==> src/rtl/fir_pkg.sv <==
// Shared constants and FSM encoding for the team's 4-tap FIR {1,2,3,4} and its inverse.
package fir_pkg;

  localparam int unsigned FirDw = 16;
  localparam int unsigned FirYw = 32;

  // C0 must stay 1 so that back-substitution needs no division.
  localparam int C0 = 1;
  localparam int C1 = 2;
  localparam int C2 = 3;
  localparam int C3 = 4;

  typedef enum logic [1:0] {
    StIdle  = 2'd0,
    StRun   = 2'd1,
    StFault = 2'd2
  } fir_state_e;

endpackage

==> src/rtl/fir_deconv_core.sv <==
// Combinational back-substitution x = y - C1*h1 - C2*h2 - C3*h3 with range check and saturation.
module fir_deconv_core
  import fir_pkg::*;
#(
  parameter int unsigned DW = FirDw,
  parameter int unsigned YW = FirYw
) (
  input  logic signed [YW-1:0]   y_i,
  input  logic signed [DW-1:0]   h1_i,
  input  logic signed [DW-1:0]   h2_i,
  input  logic signed [DW-1:0]   h3_i,
  output logic signed [YW+1:0]   s_o,
  output logic                   in_range_o,
  output logic signed [DW-1:0]   sat_o
);

  localparam int unsigned SW = YW + 2;
  localparam logic signed [SW-1:0] K1 = SW'(C1);
  localparam logic signed [SW-1:0] K2 = SW'(C2);
  localparam logic signed [SW-1:0] K3 = SW'(C3);

  logic signed [SW-1:0] y_ext, h1_ext, h2_ext, h3_ext;
  logic [SW-DW:0]       upper;

  assign y_ext  = SW'(y_i);
  assign h1_ext = SW'(h1_i);
  assign h2_ext = SW'(h2_i);
  assign h3_ext = SW'(h3_i);

  assign s_o = y_ext - K1 * h1_ext - K2 * h2_ext - K3 * h3_ext;

  // s fits in DW bits iff every bit from the DW sign position upward agrees.
  assign upper      = s_o[SW-1:DW-1];
  assign in_range_o = (&upper) || (~|upper);

  always_comb begin
    sat_o = s_o[DW-1:0];
    if (!in_range_o) begin
      sat_o = s_o[SW-1] ? {1'b1, {(DW-1){1'b0}}} : {1'b0, {(DW-1){1'b1}}};
    end
  end

endmodule

==> src/rtl/fir_deconv.sv <==
// Deconvolution stage for the {1,2,3,4} FIR: FSM, history, valid/ready handshake, sticky error.
// Define FIR_DECONV_SAT_EN to emit a saturated sample (and keep it in history) on range faults.
module fir_deconv
  import fir_pkg::*;
#(
  parameter int unsigned DW = FirDw,
  parameter int unsigned YW = FirYw
) (
  input  logic                 clk,
  input  logic                 reset,
  input  logic                 clear,
  input  logic signed [YW-1:0] y_in,
  input  logic                 in_valid,
  output logic                 in_ready,
  output logic signed [DW-1:0] x_out,
  output logic                 out_valid,
  input  logic                 out_ready,
  output logic                 err,
  output logic [1:0]           state_o
);

  fir_state_e           state_q, state_d;
  logic signed [DW-1:0] h1_q, h1_d, h2_q, h2_d, h3_q, h3_d;
  logic signed [DW-1:0] x_q, x_d;
  logic                 vld_q, vld_d;
  logic                 err_q, err_d;

  logic signed [YW+1:0] s_w;
  logic signed [DW-1:0] sat_w;
  logic                 in_range_w;
  logic                 accept;
  logic                 unused_s;

  fir_deconv_core #(
    .DW (DW),
    .YW (YW)
  ) u_core (
    .y_i        (y_in),
    .h1_i       (h1_q),
    .h2_i       (h2_q),
    .h3_i       (h3_q),
    .s_o        (s_w),
    .in_range_o (in_range_w),
    .sat_o      (sat_w)
  );

  assign unused_s = ^s_w[YW+1:DW];

`ifndef FIR_DECONV_SAT_EN
  logic unused_sat;
  assign unused_sat = ^sat_w;
`endif

  // FAULT swallows input so the link never stalls behind a bad stream.
  assign in_ready = (state_q == StFault) || !vld_q || out_ready;
  assign accept   = in_valid && in_ready;

  always_comb begin
    state_d = state_q;
    h1_d    = h1_q;
    h2_d    = h2_q;
    h3_d    = h3_q;
    x_d     = x_q;
    vld_d   = vld_q;
    err_d   = err_q;

    if (vld_q && out_ready) begin
      vld_d = 1'b0;
    end

    if (clear) begin
      state_d = StIdle;
      h1_d    = '0;
      h2_d    = '0;
      h3_d    = '0;
      vld_d   = 1'b0;
      err_d   = 1'b0;
    end else if (accept && state_q != StFault) begin
      if (in_range_w) begin
        x_d     = s_w[DW-1:0];
        vld_d   = 1'b1;
        h3_d    = h2_q;
        h2_d    = h1_q;
        h1_d    = s_w[DW-1:0];
        state_d = StRun;
      end else begin
        err_d   = 1'b1;
        state_d = StFault;
`ifdef FIR_DECONV_SAT_EN
        x_d     = sat_w;
        vld_d   = 1'b1;
        h3_d    = h2_q;
        h2_d    = h1_q;
        h1_d    = sat_w;
`endif
      end
    end
  end

  always_ff @(posedge clk or posedge reset) begin
    if (reset) begin
      state_q <= StIdle;
      h1_q    <= '0;
      h2_q    <= '0;
      h3_q    <= '0;
      x_q     <= '0;
      vld_q   <= 1'b0;
      err_q   <= 1'b0;
    end else begin
      state_q <= state_d;
      h1_q    <= h1_d;
      h2_q    <= h2_d;
      h3_q    <= h3_d;
      x_q     <= x_d;
      vld_q   <= vld_d;
      err_q   <= err_d;
    end
  end

  assign x_out     = x_q;
  assign out_valid = vld_q;
  assign err       = err_q;
  assign state_o   = state_q;

endmodule

==> config.mk <==
export PLATFORM = sky130hd
export DESIGN_NAME = fir_deconv
export DESIGN_NICKNAME = d
export VERILOG_FILES = /design/src/rtl/fir_pkg.sv /design/src/rtl/fir_deconv_core.sv /design/src/rtl/fir_deconv.sv
export SDC_FILE = /design/constraint.sdc
export NUM_CORES = 1
export LEC_CHECK = 0
export BUFFER_PORTS_ARGS = -buffer_cell sky130_fd_sc_hd__buf_4
export CAP_MARGIN = 15
export CORE_MARGIN = 4
export CORE_UTILIZATION = 40
export CTS_CLUSTER_SIZE = 28
export DETAILED_ROUTE_END_ITERATION = 10
export PLACE_DENSITY = 0.56
export SKIP_LAST_GASP = 1
export SYNTH_ARGS = -nofsm -noshare
export SYNTH_HDL_FRONTEND = slang
export SYNTH_HIERARCHICAL = 1
export SYNTH_SLANG_ARGS = --single-unit
==> constraint.sdc <==
create_clock -name clk -period 11.7 [get_ports clk]
set_input_delay 1.17 -clock clk [delete_from_list [all_inputs] [get_ports clk]]
set_output_delay 1.17 -clock clk [all_outputs]
set_load 0.005 [all_outputs]
==> reports/metrics.yaml, run 1 <==
yosys:
  syn_inst: 782
  synth_nets: 952
  syn_area_per_cell_um2: 9.31
  ys_warn_count: 6
  syn-cell-area_mm2: 0.00728
run:
  max-cap-violations: 0
worst_setup_path:
  crit_path_end_kind: "register"
  cp-start-kind: "register"
  critPathSlowestCell: "or4_1"
  cp_num_buf_inv: 4
  cp_max_fo: 24
  path_cells: "ha_1, inv_1, fa_1, fa_1, inv_1, fa_1, inv_1, ha_1, nand2_1, o21ai_0, o211ai_2, o21ai_0, xor2_1, or4_1, nor3_2, nand3_1, or4_1, mux2i_1, nor2b_2, nand4_2, buf_4, mux2_2"
  arrival_ns: 7.03
  crit_type: "register to register"
  reg2reg_from: "h2_q[4]"
  cpPeakStageDelay_ns: 0.59
  reg2reg_setup_slack_ns: 4.90
  reg2reg_depth: 22
  critPathTopFamily: "adder cells"
  cp_data_required_time_ns: 11.92
  reg2reg_to: "x_out[15]"
route:
  drc: 0
  routed_wl_mm: 16.9
  num_vias: 5555
  postRouteAntennaNets: 0
  drt-vias-per-instance: 5.25
  drt_first_pass_iters: 5
  initialDrtViolationCount: 227
  wl_per_cell_um: 15.9
timing:
  fin_crit_ns: 6.80
  tightest_slew_ns: 0.881
  setup_viol: 0
  finalClockSkew_ns: 0.00629
  final.setup.tns_ns: 0
  slew_headroom_pct: 41.3
  max_clock_freq_mhz: 147
  slew_viol_final: 0
  rsz0062_at_grt: "false"
  period_share_pct: 58.2
  hold_violations: 0
die:
  rows: 49
  dieHeight_um: 143
  core_mm2: 0.0180
  die_w_um: 143
  io_pins: 58
  initial_core_util_pct: 40.5
  die_area_mm2: 0.0204
cts:
  cts_tree: "built"
  postCtsHoldBufs: 0
  cts_resized: 0
  clock_path_buffers: 2
  clk_pin_slew_worst_paths_ns: 0.06
  clkSinkCount: 68
  insertion_delay_ns: 0.35
  cts_setup_buffers: 0
  clock-root-buffer: "clkbuf_16"
  ctsHtreeMaxLevel: 3
  numCtsBuffers: 9
global_route:
  grt_pass1_vias: 5665
  antenna_found_initial: 0
  grt_overflow: 0
  track_usage_pct: 17.6
  grt_first_pass_wirelength_mm: 28.3
  grt_max_degree: 69
hold_path:
  worstHoldPathType: "register to register"
  worst_hold_path.endpoint: "x_out[12]"
  hold_depth: 1
  hp-start: "x_out[12]"
cells_and_area:
  layout-drive-gt1-share_pct: 13.3
  final_nets: 995
  fin_util_pct: 45.2
  diodes: 0
  synthToLayoutAreaGrowth_pct: 11.4
power:
  vdd_drop_max_v: 0.0000741
  p_leak_nw: 3.62
  power.density_mw_per_mm2: 75.6
run_status:
  status: "completed"
placed_design:
  hpwl_mm: 13.4
  gp_routability_congestion: 0.884
  portBuffers: 57
==> cell usage in the layout (no fill, tap or decap), types with 4 or more instances in the layout <==
| cell | n |
|---|---|
| nor4_1 | 7 |
| a31oi_1 | 5 |
| fa_1 | 60 |
| ha_1 | 73 |
| a21o_1 | 6 |
| inv_1 | 133 |
| o211ai_1 | 10 |
| clkbuf_16 | 9 |
| o21ai_0 | 28 |
| mux2_2 | 13 |
| o21ai_1 | 5 |
| a21oi_1 | 41 |
| a211oi_1 | 5 |
| mux2i_1 | 35 |
| xor2_1 | 11 |
| xnor2_1 | 11 |
| nand2b_1 | 52 |
| nand4_1 | 10 |
| o22ai_1 | 16 |
| nor3_1 | 8 |
| dfrtp_1 | 68 |
| o21a_1 | 4 |
| nand2_1 | 46 |
| nor2_1 | 29 |
| buf_4 | 59 |
| or3_1 | 5 |
| nand3_1 | 14 |
==> worst register-to-register path, cell delays in order (launching register included) <==
cell and delay [ns]:
dfrtp_1 0.42, ha_1 0.30, inv_1 0.05, fa_1 0.44, fa_1 0.51, inv_1 0.05, fa_1 0.47, inv_1 0.04
ha_1 0.40, nand2_1 0.07, o21ai_0 0.33, o211ai_2 0.21, o21ai_0 0.43, xor2_1 0.30, or4_1 0.59, nor3_2 0.12
nand3_1 0.07, or4_1 0.40, mux2i_1 0.28, nor2b_2 0.21, nand4_2 0.29, buf_4 0.38, mux2_2 0.34
==> per-layer routing <==
layer	vias up	GRT usage [%]	routed length (µm)
met5	-	0	0
met3	20	3.48	691
li1	2733	-	-
met2	121	28.9	8010
met4	0	5.40	371
met1	2681	23.6	7810
==> worst max path at each step <==
stage | slack, ns | endpoint | cells past startpoint | startpoint
CTS | 4.97 | x_out[15] | 22 | h2_q[6]
floorplan | 5.40 | x_out[0] | 24 | y_in[2]
detailed placement | 4.82 | x_out[1] | 23 | y_in[2]
global placement | 4.93 | x_out[0] | 23 | y_in[2]
global route | 4.48 | x_out[15] | 22 | h2_q[4]
finish | 4.90 | x_out[15] | 22 | h2_q[4]
==> metrics by stage <==
| stage | hold slack, ns | power (mW) | area [µm²] | worst slack, ns | instances |
|---|---|---|---|---|---|
| 4_1_cts | 0.516 | 0.623 | 8110 | 4.97 | 1059 |
| 5_1_grt | 0.528 | 0.648 | 8110 | 4.48 | 1059 |
| 3_5_place_dp | 0.501 | 0.362 | 7830 | 4.82 | 1043 |
| 2_1_floorplan | 0.490 | 0.324 | 7280 | 5.40 | 782 |
| 6_report | 0.511 | 0.613 | 8110 | 4.90 | 1059 |
| 3_3_place_gp | 0.499 | 0.362 | 7830 | 4.93 | 1043 |
==> registers in the layout (all words and copies together) (netlist names) <==
signal / flops
err: 1
out_valid: 1
x_out: 16
h1_q: 16
h2_q: 16
h3_q: 16
state_o: 2
==> power by group <==
group / internal (mW) / switching [mW] / leakage, nW
sequential: 0.236 / 0.000495 / 0.948
combinational: 0.0472 / 0.0736 / 2.54
clock: 0.149 / 0.106 / 0.132
total: 0.432 / 0.180 / 3.62
==> cell type report <==
| class | instances | area [µm²] |
|---|---|---|
| inverter | 135 | 507 |
| multi-input combinational | 552 | 4890 |
| sequential | 68 | 1700 |
| timing repair buffer | 59 | 443 |
| clock buffer | 11 | 243 |
| clock inverter | 5 | 37.5 |
| tap | 229 | 287 |
| fill | 1757 | 9850 |
No activity file was read; power rests on OpenSTA's default activity.
==> run 2: changes to the inputs <==
==> constraint.sdc (replaced) <==
create_clock -name clk -period 6.4 [get_ports clk]
set_input_delay 0.64 -clock clk [delete_from_list [all_inputs] [get_ports clk]]
set_output_delay 0.64 -clock clk [all_outputs]
set_load 0.005 [all_outputs]
==> run 2 against run 1 <==
Maximum frequency is 13% higher. Sequential cell count stayed put. Clock-buffer cell count is 2 lower. Critical endpoint is now x_out[1]. Register-to-register slack worse by 4.5 ns. Final cell count is 0.85% higher.
==> reports/metrics.yaml, run 2 (synthesis results as in run 1) <==
run_status:
  status: "completed"
timing:
  slew_headroom_pct: 41.2
  tightest_slew_ns: 0.883
  final.setup.tns_ns: 0
  max_clock_freq_mhz: 165
  setup_viol: 0
  slew_viol_final: 0
  fin_crit_ns: 6.05
  period_share_pct: 94.5
  finalClockSkew_ns: 0.0133
  rsz0062_at_grt: "false"
  hold_violations: 0
worst_setup_path:
  cpPeakStageDelay_ns: 0.50
  reg2reg_setup_slack_ns: 0.35
  cp-start-kind: "register"
  cp_data_required_time_ns: 6.63
  reg2reg_to: "x_out[1]"
  critPathCapture: "x_out[1]"
  crit_path_end_kind: "register"
  cp.depth: 22
  critPathTopFamily: "adder cells"
  reg2reg_depth: 22
  critPathSlowestCell: "fa_1"
  cp_max_fo: 32
  cp_num_buf_inv: 4
  arrival_ns: 6.28
  path_cells: "ha_1, inv_1, fa_1, fa_1, inv_1, fa_1, inv_1, ha_1, a21oi_1, o211ai_1, a31o_2, a21o_1, a221o_1, or4_1, nor3_2, nand3_1, or4_1, mux2i_1, nor2b_2, nand4_2, buf_12, mux2_4"
  crit_path_start: "h2_q[6]"
  crit_type: "register to register"
  reg2reg_from: "h2_q[6]"
die:
  io_pins: 58
  initial_core_util_pct: 40.5
  core_mm2: 0.0180
  die_area_mm2: 0.0204
  die_w_um: 143
  dieHeight_um: 143
  rows: 49
power:
  vdd_drop_max_v: 0.000131
  total_power_mw: 1.20
  power.density_mw_per_mm2: 146
  p_leak_nw: 3.70
cells_and_area:
  layout-drive-gt1-share_pct: 14.4
  fin_util_pct: 46.0
  layout_commonest_cell: "inv_1"
  synthToLayoutAreaGrowth_pct: 13.5
  final_nets: 1004
  final_cell_mix: "inv_1 (133), ha_1 (73), dfrtp_1 (68)"
  diodes: 0
cts:
  cts_tree: "built"
  clock_path_buffers: 2
  ctsHtreeMaxLevel: 3
  clk_pin_slew_worst_paths_ns: 0.07
  clkSinkCount: 68
  numCtsBuffers: 9
  clock-root-buffer: "clkbuf_16"
  insertion_delay_ns: 0.35
global_route:
  antenna_found_initial: 0
  grt_pass1_vias: 5635
  grt_first_pass_wirelength_mm: 28.4
  grt_overflow: 0
  track_usage_pct: 17.4
  grt_max_degree: 69
route:
  routed_wl_mm: 16.9
  wl_per_cell_um: 15.8
  drt-vias-per-instance: 5.17
  postRouteAntennaNets: 0
  num_vias: 5525
  initialDrtViolationCount: 249
  drc: 0
  drt_first_pass_iters: 5
placed_design:
  gp_routability_congestion: 0.889
  hpwl_mm: 13.6
  portBuffers: 57
run:
  max-cap-violations: 0
hold_path:
  worstHoldPathType: "register to register"
[run 2: cell count changes in the layout (fill, tap and decap cells not counted), sizes merged]
cell	delta
buf	+9
bufinv	+2
clkbuf	-2
clkinvlp	-1
inv	+1
[run 2: layout make-up]
type	instances	area, µm²
Fill cell	1771	9700
Multi-Input combinational cell	552	4900
Sequential cell	68	1700
Timing Repair Buffer	68	548
Inverter	135	507
Tap cell	229	287
Clock buffer	9	225
Clock inverter	7	98.8
[run 2: worst min path at each step]
stage,startpoint,to,slack (ns),cells past startpoint
floorplan,err,err,0.49,2
global placement,x_out[5],x_out[5],0.49,1
detailed placement,err,err,0.50,2
CTS,err,err,0.51,2
global route,x_out[0],x_out[0],0.53,1
finish,err,err,0.50,2
[run 2: through the flow]
stage / hold slack, ns / instances / instance area, µm² / worst slack (ns)
after floorplan: 0.490 / 782 / 7280 / 0.419
after global placement: 0.491 / 1052 / 7940 / 0.396
after detailed placement: 0.500 / 1052 / 7940 / 0.325
after CTS: 0.515 / 1068 / 8260 / 0.315
after global routing: 0.531 / 1068 / 8260 / 0.00344
final: 0.503 / 1068 / 8260 / 0.352
[run 2: repair_timing]
action	4_1_cts	5_1_grt
hold buffers	0	0
setup buffers	0	0
gates resized for setup	0	2
endpoints found under the setup margin	0	58
[run 2: power breakdown]
part	switching (mW)	internal, mW	total (mW)
Combinational	0.136	0.0895	0.225
Sequential	0.000845	0.431	0.432
Clock	0.203	0.343	0.546
Total	0.340	0.863	1.20
[run 2: per-layer routing]
metal | global-route usage (%) | part of all wire [%] | wire, µm
met5 | 0 | 0 | 0
met4 | 4.00 | 1.3 | 214
met3 | 3.58 | 4.0 | 669
met2 | 28.2 | 47 | 7950
met1 | 24.0 | 48 | 8030
[run 2: worst min-delay path, stage by stage (launching register included)]
cell and delay, ns:
dfrtp_1 0.34, a41oi_1 0.04, nor2_1 0.07
==> run 3: changes to the inputs <==
--- a/config.mk
+++ b/config.mk
@@ -9,6 +9,7 @@
 export CAP_MARGIN = 15
 export CORE_MARGIN = 4
 export CORE_UTILIZATION = 40
+export CTS_BUF_LIST = sky130_fd_sc_hd__clkbuf_4 sky130_fd_sc_hd__clkbuf_8
 export CTS_CLUSTER_SIZE = 28
 export DETAILED_ROUTE_END_ITERATION = 10
 export PLACE_DENSITY = 0.56
==> run 3 against run 2 <==
Non-clock buffer count unchanged. Final cell count did not move. Via count decreased by 0.27%. Sequential power is essentially flat. Register-to-register slack about the same. Sequential cell count unchanged. Global-route usage shrank 0.18 points. Sequential share of layout area is 0.24 points higher. Final area fell by 1.1%. Critical endpoint is now x_out[12].
==> reports/metrics.yaml, run 3 (synthesis results as in run 1) <==
run_status:
  status: "completed"
timing:
  period_share_pct: 94.6
  setup_viol: 0
  hold_violations: 0
  slew_viol_final: 0
  finalClockSkew_ns: 0.0183
  fin_crit_ns: 6.06
  tightest_slew_ns: 0.879
  setup_ws_ns: 0.344
  hold_ws_ns: 0.507
  slew_headroom_pct: 41.4
  final.setup.tns_ns: 0
  rsz0062_at_grt: "false"
  max_clock_freq_mhz: 165
die:
  die_area_mm2: 0.0204
  core_mm2: 0.0180
  rows: 49
  initial_core_util_pct: 40.5
  die_w_um: 143
  io_pins: 58
  dieHeight_um: 143
cells_and_area:
  layout-drive-gt1-share_pct: 14.7
  synthToLayoutAreaGrowth_pct: 12.2
  layout_commonest_cell: "inv_1"
  fin_cells: 1068
  fin_area_mm2: 0.00817
  fin_util_pct: 45.5
  final_cell_mix: "inv_1 (133), ha_1 (73), dfrtp_1 (68)"
  diodes: 0
  final_nets: 1004
worst_setup_path:
  cp-start-kind: "register"
  crit_path_end_kind: "register"
  critPathSlowestCell: "fa_1"
  path_cells: "ha_1, inv_1, fa_1, inv_1, fa_1, fa_1, inv_1, ha_1, a21oi_1, o21ai_1, a221o_1, a31oi_4, xnor2_1, or4_1, nor3_2, nand3_1, or4_1, mux2i_1, nor2b_2, nand4_2, buf_12, mux2_2"
  crit_type: "register to register"
  critPathTopFamily: "adder cells"
  cpPeakStageDelay_ns: 0.52
  cp_num_buf_inv: 4
  cp_data_required_time_ns: 6.64
  reg2reg_setup_slack_ns: 0.34
  arrival_ns: 6.30
  cp_max_fo: 32
power:
  seq_power_share_pct: 40.5
  p_int_mw: 0.741
  total_power_mw: 1.06
  power.density_mw_per_mm2: 130
  p_leak_nw: 3.65
  power_frac_clock_pct: 38.2
  swShare_pct: 30.3
  combPwrFrac_pct: 21.2
  vdd_drop_max_v: 0.000119
  switchingPower_mw: 0.322
cts:
  insertion_delay_ns: 0.37
  numCtsBuffers: 9
  cts_tree: "built"
  cts_setup_buffers: 0
  clk_pin_slew_worst_paths_ns: 0.08
  clock_path_buffers: 2
  ctsHtreeMaxLevel: 3
  clkSinkCount: 68
  cts_resized: 0
  postCtsHoldBufs: 0
  clock-root-buffer: "clkbuf_8"
route:
  drt-vias-per-instance: 5.16
  initialDrtViolationCount: 250
  drt_first_pass_iters: 5
  postRouteAntennaNets: 0
  drc: 0
  wl_per_cell_um: 15.7
  routed_wl_mm: 16.8
  num_vias: 5510
placed_design:
  gp_routability_congestion: 0.889
  dp.cells: 1052
  placed_cell_area_mm2: 0.00794
  place_ws_ns: 0.325
  hpwl_mm: 13.6
  portBuffers: 57
global_route:
  grt_overflow: 0
  track_usage_pct: 17.2
  grt_pass1_vias: 5625
  grt_first_pass_wirelength_mm: 28.2
  antenna_found_initial: 0
  grt_max_degree: 69
hold_path:
  worstHoldPathType: "register to register"
run:
  max-cap-violations: 0
-- run 3: cell counts in the layout (fill, tap and decap cells not counted) --
No cell type changed its count.
-- run 3: path summary, 6_finish.rpt --
kind,from,to,depth (start not counted)
min in group asynchronous,reset,x_out[1],3
max in group asynchronous,reset,h2_q[5],3
setup / recovery,h2_q[14],x_out[12],22
hold / removal,err,err,2
hold reg to reg,err,err,2
setup reg to reg,h2_q[14],x_out[12],22
-- run 3: cell type report --
cell class                      instances  area [µm²]
Tap cell                              229         287
Inverter                              135         507
Clock inverter                          7        98.8
Fill cell                            1788        9790
Clock buffer                            9         124
Multi-Input combinational cell        552        4900
Timing Repair Buffer                   68         548
Sequential cell                        68        1700
-- run 3: per-layer routing --
metal,global-route usage [%],wire length (µm)
met1,24.0,7970
met2,27.9,7890
met3,2.88,676
met5,0,0
met4,4.45,246
-- run 3: power by group through the flow --
stage / Sequential (mW) / Combinational [mW] / Clock, mW
final: 0.431 / 0.226 / 0.406
after global routing: 0.431 / 0.255 / 0.438
after CTS: 0.431 / 0.227 / 0.423
after detailed placement: 0.440 / 0.225 / 0
after global placement: 0.440 / 0.226 / 0
after floorplan: 0.440 / 0.152 / 0
-- run 3: worst min-delay path, delay by kind of cell (launching register included) --
family	cells	cell delay, ns
AOI/OAI and AO/OA	1	0.04
DFF	1	0.35
and+or+nand+nor	1	0.07
